$ cat src/rtl/run_dump_ctrl.sv
// run_dump_ctrl
//
// Run controller and memory-dump engine for the multi-cycle processor test
// harness. Holds the core in reset, runs it until a halt instruction or a
// cycle timeout, then freezes the core, takes over the DMEM address bus and
// streams a window of DMEM words out over a valid/ready port.
//
// Configuration macro:
//   RUN_DUMP_INITIAL_EN  when defined, a full dump (dump_phase=0) is taken
//                        after the reset hold and before the core runs.
//                        When undefined, RESET_HOLD goes straight to RUN and
//                        dump_phase is tied to 1.
//
// Ports:
//   clock          in   single clock, rising edge
//   reset          in   asynchronous, active-high
//   start          in   begin a run (sampled only in IDLE and DONE)
//   inst_from_mem  in   currently fetched instruction
//   proc_reset     out  reset to the processor
//   mem_sel        out  1 = controller owns the DMEM address bus
//   dmem_addr      out  dump read address
//   dmem_data      in   DMEM read data, combinational from dmem_addr
//   dump_valid     out  dump stream valid
//   dump_ready     in   dump stream ready
//   dump_data      out  dumped word
//   dump_index     out  word index within the dump window
//   dump_last      out  final word of the dump window
//   dump_phase     out  0 = initial dump, 1 = final dump
//   cycle_count    out  RUN cycles elapsed
//   done           out  run and final dump complete
//   timed_out      out  run ended on the cycle timeout

module run_dump_ctrl #(
    parameter int unsigned        ADDR_W       = 32,
    parameter int unsigned        DATA_W       = 32,
    parameter int unsigned        INSTR_W      = 32,
    parameter int unsigned        DUMP_BASE    = 8192,
    parameter int unsigned        DUMP_WORDS   = 46,
    parameter int unsigned        RESET_CYCLES = 1,
    parameter int unsigned        MAX_CYCLES   = 100000,
    parameter logic [INSTR_W-1:0] HALT_INSTR   = 32'hFFFF_FFFF
) (
    input  logic               clock,
    input  logic               reset,
    input  logic               start,
    input  logic [INSTR_W-1:0] inst_from_mem,
    output logic               proc_reset,
    output logic               mem_sel,
    output logic [ADDR_W-1:0]  dmem_addr,
    input  logic [DATA_W-1:0]  dmem_data,
    output logic               dump_valid,
    input  logic               dump_ready,
    output logic [DATA_W-1:0]  dump_data,
    output logic [15:0]        dump_index,
    output logic               dump_last,
    output logic               dump_phase,
    output logic [31:0]        cycle_count,
    output logic               done,
    output logic               timed_out
);

    localparam logic [31:0] HOLD_LAST = 32'(RESET_CYCLES - 1);
    localparam logic [31:0] RUN_LAST  = 32'(MAX_CYCLES - 1);
    localparam logic [15:0] IDX_LAST  = 16'(DUMP_WORDS - 1);

    typedef enum logic [2:0] {
        StIdle        = 3'd0,
        StResetHold   = 3'd1,
`ifdef RUN_DUMP_INITIAL_EN
        StInitDumpRd  = 3'd2,
        StInitDumpOut = 3'd3,
`endif
        StRun         = 3'd4,
        StDumpRd      = 3'd5,
        StDumpOut     = 3'd6,
        StDone        = 3'd7
    } state_e;

    state_e              r_state;
    logic [31:0]         r_hold;
    logic [15:0]         r_idx;
    logic [DATA_W-1:0]   r_dump_data;
    logic [31:0]         r_cycle;
    logic                r_timed_out;

    state_e              w_state_nxt;
    logic [31:0]         w_hold_nxt;
    logic [15:0]         w_idx_nxt;
    logic [DATA_W-1:0]   w_dump_data_nxt;
    logic [31:0]         w_cycle_nxt;
    logic                w_timed_out_nxt;

    logic                w_proc_reset;
    logic                w_mem_sel;
    logic                w_dump_valid;
    logic [ADDR_W-1:0]   w_dmem_addr;
    logic [ADDR_W-1:0]   w_dump_addr;
    logic                w_idx_last;

`ifdef RUN_DUMP_INITIAL_EN
    logic                r_phase;
    logic                w_phase_nxt;
`endif

    // Word address wraps modulo 2^ADDR_W by construction of the sum width.
    assign w_dump_addr = ADDR_W'(DUMP_BASE) + (ADDR_W'(r_idx) << 2);
    assign w_idx_last  = (r_idx == IDX_LAST);

    always_ff @(posedge clock or posedge reset) begin
        if (reset) begin
            r_state     <= StIdle;
            r_hold      <= '0;
            r_idx       <= '0;
            r_dump_data <= '0;
            r_cycle     <= '0;
            r_timed_out <= 1'b0;
`ifdef RUN_DUMP_INITIAL_EN
            r_phase     <= 1'b1;
`endif
        end else begin
            r_state     <= w_state_nxt;
            r_hold      <= w_hold_nxt;
            r_idx       <= w_idx_nxt;
            r_dump_data <= w_dump_data_nxt;
            r_cycle     <= w_cycle_nxt;
            r_timed_out <= w_timed_out_nxt;
`ifdef RUN_DUMP_INITIAL_EN
            r_phase     <= w_phase_nxt;
`endif
        end
    end

    always_comb begin
        w_state_nxt     = r_state;
        w_hold_nxt      = r_hold;
        w_idx_nxt       = r_idx;
        w_dump_data_nxt = r_dump_data;
        w_cycle_nxt     = r_cycle;
        w_timed_out_nxt = r_timed_out;
`ifdef RUN_DUMP_INITIAL_EN
        w_phase_nxt     = r_phase;
`endif
        w_proc_reset    = 1'b1;
        w_mem_sel       = 1'b0;
        w_dump_valid    = 1'b0;
        w_dmem_addr     = '0;

        unique case (r_state)
            StIdle, StDone: begin
                if (start) begin
                    w_state_nxt     = StResetHold;
                    w_hold_nxt      = '0;
                    w_idx_nxt       = '0;
                    w_cycle_nxt     = '0;
                    w_timed_out_nxt = 1'b0;
                end
            end

            StResetHold: begin
                if (r_hold == HOLD_LAST) begin
`ifdef RUN_DUMP_INITIAL_EN
                    w_state_nxt = StInitDumpRd;
                    w_phase_nxt = 1'b0;
                    w_idx_nxt   = '0;
`else
                    w_state_nxt = StRun;
`endif
                end else begin
                    w_hold_nxt = r_hold + 32'd1;
                end
            end

`ifdef RUN_DUMP_INITIAL_EN
            StInitDumpRd: begin
                w_mem_sel       = 1'b1;
                w_dmem_addr     = w_dump_addr;
                w_dump_data_nxt = dmem_data;
                w_state_nxt     = StInitDumpOut;
            end

            StInitDumpOut: begin
                w_mem_sel    = 1'b1;
                w_dmem_addr  = w_dump_addr;
                w_dump_valid = 1'b1;
                if (dump_ready) begin
                    if (w_idx_last) begin
                        // Final dump restarts from word 0 with phase 1.
                        w_state_nxt = StRun;
                        w_phase_nxt = 1'b1;
                        w_idx_nxt   = '0;
                    end else begin
                        w_state_nxt = StInitDumpRd;
                        w_idx_nxt   = r_idx + 16'd1;
                    end
                end
            end
`endif

            StRun: begin
                w_proc_reset = 1'b0;
                // Halt has priority over timeout; the exit cycle is not counted
                // so cycle_count holds the value seen on the deciding cycle.
                if (inst_from_mem == HALT_INSTR) begin
                    w_state_nxt = StDumpRd;
                end else if (r_cycle == RUN_LAST) begin
                    w_state_nxt     = StDumpRd;
                    w_timed_out_nxt = 1'b1;
                end else if (r_cycle != '1) begin
                    w_cycle_nxt = r_cycle + 32'd1;
                end
            end

            StDumpRd: begin
                w_mem_sel       = 1'b1;
                w_dmem_addr     = w_dump_addr;
                w_dump_data_nxt = dmem_data;
                w_state_nxt     = StDumpOut;
            end

            StDumpOut: begin
                w_mem_sel    = 1'b1;
                w_dmem_addr  = w_dump_addr;
                w_dump_valid = 1'b1;
                if (dump_ready) begin
                    if (w_idx_last) begin
                        w_state_nxt = StDone;
                    end else begin
                        w_state_nxt = StDumpRd;
                        w_idx_nxt   = r_idx + 16'd1;
                    end
                end
            end

            default: begin
                w_state_nxt = StIdle;
            end
        endcase
    end

    assign proc_reset  = w_proc_reset;
    assign mem_sel     = w_mem_sel;
    assign dmem_addr   = w_dmem_addr;
    assign dump_valid  = w_dump_valid;
    assign dump_data   = r_dump_data;
    assign dump_index  = r_idx;
    assign dump_last   = w_dump_valid && w_idx_last;
    assign cycle_count = r_cycle;
    assign done        = (r_state == StDone);
    assign timed_out   = r_timed_out;

`ifdef RUN_DUMP_INITIAL_EN
    assign dump_phase  = r_phase;
`else
    assign dump_phase  = 1'b1;
`endif

endmodule

$ cat config.mk
export PLATFORM = sky130hd
export DESIGN_NAME = run_dump_ctrl
export DESIGN_NICKNAME = d
export VERILOG_FILES = /design/src/rtl/run_dump_ctrl.sv
export SDC_FILE = /design/constraint.sdc
export NUM_CORES = 1
export LEC_CHECK = 0
export BUFFER_PORTS_ARGS = -buffer_cell sky130_fd_sc_hd__buf_4
export CAP_MARGIN = 20
export CORE_MARGIN = 4
export CORE_UTILIZATION = 30
export DETAILED_ROUTE_END_ITERATION = 10
export PLACE_DENSITY = 0.59
export SYNTH_ARGS = -nofsm -noshare
export SYNTH_HDL_FRONTEND = slang
export SYNTH_SLANG_ARGS = --single-unit
$ cat constraint.sdc
create_clock -name clock -period 10.35 [get_ports clock]
set_input_delay 2.07 -clock clock [delete_from_list [all_inputs] [get_ports clock]]
set_output_delay 2.07 -clock clock [all_outputs]
set_load 0.01 [all_outputs]
* Word-level counts from Yosys, hierarchy flattened
Cells that the tools add are included.
Storage, ports and cells: input bits 68, output and inout bits 119, logic and storage cells 68, register bits 116
Operators by class: mux-type cells 26, add/subtract/negate cells 4, reduce and logical (&&, ||, !) cells 13, equality and inequality tests 19
Operators with widths (count):
- 32-bit 2-to-1 mux | 5
- 32-bit one-hot mux with 2 select lines | 2
- 32-bit by 1-bit adder with 32-bit output (second input constant) | 2
- 16-bit 2-to-1 mux | 3
- 32-bit by 17-bit equality test with 1-bit output (second input constant) | 1
- 32-bit equality test (second input constant) | 1
- 32-bit logical NOT | 1
- 32-bit inequality test (second input constant) | 1
- 16-bit one-hot mux with 2 select lines | 1
- 14-bit by 18-bit adder with 19-bit output (first input constant) | 1
- 19-bit 2-to-1 mux | 1
- 2-bit inequality test (second input constant) | 9
- 16-bit by 1-bit adder with 16-bit output (second input constant) | 1
- 16-bit by 6-bit equality test with 1-bit output (second input constant) | 1
- 3-bit 2-to-1 mux | 5
- 3-bit one-hot mux with 5 select lines | 1
- 3-bit equality test (second input constant) | 4
- 4-bit AND reduction | 3
- 1-bit 2-to-1 mux | 6
- 2-bit nonzero test | 3
- 5-bit AND reduction | 1
- 2-bit OR reduction | 2
- 3-bit by 1-bit equality test with 1-bit output (second input constant) | 1
- 3-bit logical NOT | 1
- other kinds (5) | 5

* Depth between registers and ports, before layout
word-level depth 5, depth in mapped cells 10, mapped depth without buffers 8

* Worst setup path before layout
OpenSTA, ideal clock, no wires.
kind reg-to-output, start point reg r_state[2], end point out dmem_addr[18], data arrival time 1.637 ns, stages on the path, launching flop included 6, buffers on the path 2, path slack 6.643 ns, cell sequence dfrtp_1 buf_2 and3b_1 a21oi_1 clkbuf_1 nor3_1
On the way: cells in the longest elaborated chain, start to end 3, elaborated cells between the ends (all ways) 4, those cells by class eq/ne (2); mux (1); reduce/logical (1)
RTL lines:
- start, declared | line 79 | state_e r_state;
- start signal, assigned | line 111 | r_state <= StIdle;
- start signal, assigned | line 121 | r_state <= w_state_nxt;
- 3-bit equality test | line 148 | unique case (r_state)
- 2-bit OR reduction (no line) *
- 19-bit 2-to-1 mux * | line 148
- end, declared | line 49 | output logic [ADDR_W-1:0] dmem_addr,
Every way passes the cells marked *; elsewhere a longest branch is shown, timed or not.

* Worst setup path in the final report
start point reg r_idx[11] (netlist: dump_index[11]), end point out dump_last
On the way: cells in the longest elaborated chain, start to end 2
RTL lines:
- start, declared | line 81 | logic [15:0] r_idx;
- start signal, assigned | line 123 | r_idx <= w_idx_nxt;
- 16-bit by 6-bit equality test with 1-bit output | line 107 | assign w_idx_last = (r_idx == IDX_LAST);
- 1-bit logical AND | line 246 | assign dump_last = w_dump_valid && w_idx_last;
- end, declared | line 55 | output logic dump_last,
Every way passes these cells.

==> metrics <==
CP delay by family, top simple AND/OR/NAND/NOR gates; Netlist cell types 54; IO Port Bufs 170; Skew-Pair Late Insertion Delay 410 ps; Via Count approximately 6,000; largest net degree at the start of global routing 67; #FFs+latches synth around 120; Worst Skew 9.15 ps; ys async rst share 100%; Hold Path End r_hold[26]$_DFFE_PP0P_; maximum fanout along the worst path 7; Critical R2R Launch r_state[0]$_DFFE_PP0P_; RePlAce Congestion just under 0.8; Hold Startpoint r_hold[26]$_DFFE_PP0P_; drt wl/cell roughly 16 microns; ant diodes 0; layout cell share with drive strength beyond 1 roughly 29%; Inserted Clock Buffers 17; CTS max path bufs 2; Detailed Place HPWL 12.6 mm; WP data arrival around 2200 ps; Yosys Warn Count 0; die height approximately 150 microns; core box area 21,000 sq um; worst setup path start dump_index[11]$_DFFE_PP0P_; Worst EP required 8280 ps; Synth top area share 45.2%; Placed Cells incl. Taps between 1,000 and 1,500; dominant cells by area after synthesis dfrtp_1 (45%), o21ai_0 (6.5%), mux2_2 (5.6%), nor2_1 (3.4%), nand4_1 (3.3%); DRT Wirelength 18.0 mm; First-pass DRT Iterations 6; Worst VDD drop roughly 110 uV; RSZ-0062 raised after global routing no; crit path buf inv count 1; EDFF count, synth 0; Levels on crit path 4; die width ~150 microns; final period utilization about two fifths; Cell Count, Final, Fillers Out ~1,100; Startpoint Class flip-flop; # Post-CTS Setup Buffers 0; HP Class reg2reg; # nets final between 900 and 1,000; setup TNS 0 ps; CP max-delay cell or4_1; GR Overflow Total 0; Mean Syn Cell Area around 9 sq um; gate count of the mapped netlist about 700; CTS tree yes; final hold vios 0; num rows 53; initial antenna violation count 0; Final ANT Viol Nets 0; Worst-path clk slew around 60 ps; via/cell ratio between 5 and 6; worst slew pin tran around 940 ps; fmax around 230 MHz; 1st-iter DRT viols 407; final core utilization 40.1%; fin. max-slew vios 0; hold_buf cts 0; Clock Sinks between 100 and 150; PostCTS Resize Cnt 0; cell chain of the critical path or4_1, nor4_2, and4_1, buf_4; Die ar. between 20,000 and 25,000 sq um; fin area approximately 8400 sq um; Lkg Pwr around 3.7 nW; Placed Area slightly below 8000 sq um; Mapped Area roughly 6400 sq um; # DRC 0; WS Path Type reg2out; r2r setup slk 7300 ps; Crit. End Element primary output; Initial Util between 30% and 40%; H-tree Lvls 4; Power Density between 200 and 250 nW/um^2; sequential fraction of the synthesis area around 45%; relative slew slack between 30% and 40%; area leader, netlist dfrtp_1; vias in the first global route ~5,600; fin crit period approximately 4300 ps; predominant post-synthesis flop cell dfrtp_1; outcome complete, no violations; first-pass GRT wire length approximately 30 mm; Root Driver clkbuf_16; I/O pin count roughly 190; Area Overhead vs Synth 31.2%; setup violators final 0; dpl ws 6320 ps; Crit path largest cell delay ~580 ps; gr usage total between 10% and 20%; reg-to-reg critical path endpoint r_hold[26]$_DFFE_PP0P_; WHS Path Cells 1; R2R depth 7; Final WS setup 6080 ps; max cap viols 0
[cells in the final DEF, fill, tap and decap left out, drive strengths merged, types with 3 or more instances in the layout]
cell / n
xnor2: 8
buf: 178
nor2: 58
nor3: 14
o21ai: 85
nor4b: 6
o41ai: 9
a211o: 3
a31oi: 15
or4: 3
nand2: 46
mux2: 32
dfrtp: 116
or3: 4
and4: 12
nor3b: 3
a21oi: 32
inv: 26
conb: 16
nand4: 34
a22o: 3
a41oi: 7
o31ai: 22
nand3: 32
xor2: 8
clkinv: 7
ha: 6
nor4: 16
and3: 11
clkbuf: 17
and2: 3
nor2b: 16
[layer usage]
metal	vias to the layer above	part of all wire, %	wire length [microns]	global-route usage (%)
met2	169	48	8700	23.4
met5	-	0	0	0
li1	2886	-	-	-
met1	2914	45	8160	20.6
met3	14	5.5	985	3.41
met4	0	0.67	121	3.15
[registers in the layout (all words and copies together) (netlist names)]
name,flops
cycle_count,32
dump_data,32
r_hold,32
dump_index,16
r_state,3
timed_out,1
[cell type report]
class                           instances  area [sq um]
Clock inverter                         15           144
Sequential cell                       116          2900
Timing Repair Buffer                  178          1340
Tap cell                              275           344
Fill cell                            2101         12600
Clock buffer                           17           425
Inverter                               19          73.8
Multi-Input combinational cell        522          3200
[cells by family after synthesis]
kind of cell,after synthesis,synth area share (%)
simple gates,264,22.0
compound gates,187,17.7
flops,116,45.2
buf+inv,78,5.90
mux,33,5.77
xor+xnor,16,2.18
fa+ha+maj,6,1.17
other cells,2,0.117
[how the worst max path moves through the flow]
stage                                       to  slack [ps]
detailed placement  cycle_count[7]$_DFFE_PP0P_        6320
global route                         dump_last        5960
floorplan           cycle_count[0]$_DFFE_PP0P_        5210
finish                               dump_last        6080
global placement    cycle_count[7]$_DFFE_PP0P_        6330
CTS                                  dump_last        6070
[Yosys cell counts, types with 2 or more instances]
cell type,n
ha_1,6
nand3b_1,2
o22a_1,2
a31oi_1,15
a21oi_1,31
buf_1,4
mux2_2,32
xor2_1,8
and2_1,2
a41oi_1,7
a211o_1,3
conb_1,2
nor4bb_1,2
nand3_1,32
a22o_1,3
and4_1,12
o21ai_1,2
nor2b_1,16
dfrtp_1,116
buf_2,13
o22ai_1,2
nor3_1,14
or3_1,3
xnor2_1,8
o21ai_0,83
nor2_1,58
and3_1,11
clkbuf_2,2
nor4b_1,6
nand4_1,34
clkbuf_1,22
inv_1,18
o31ai_1,22
nor3b_1,3
nor4_1,15
or4_1,3
o41ai_1,9
nand2_1,46
buf_4,18
[per-stage QoR]
stage	power [mW]	hold slack, ps
after global routing	1.99	521
after floorplan	1.04	452
final	1.87	504
after detailed placement	1.32	492
after CTS	1.90	504
after global placement	1.31	489
[where the power goes]
| group | leakage, nW | internal, mW | switching, mW |
|---|---|---|---|
| Sequential | 1.54 | 0.541 | 0.0737 |
| Combinational | 1.88 | 0.306 | 0.383 |
| Clock | 0.285 | 0.336 | 0.233 |
| Total | 3.70 | 1.18 | 0.689 |
Note: power is estimated with default switching activity, not from simulation.
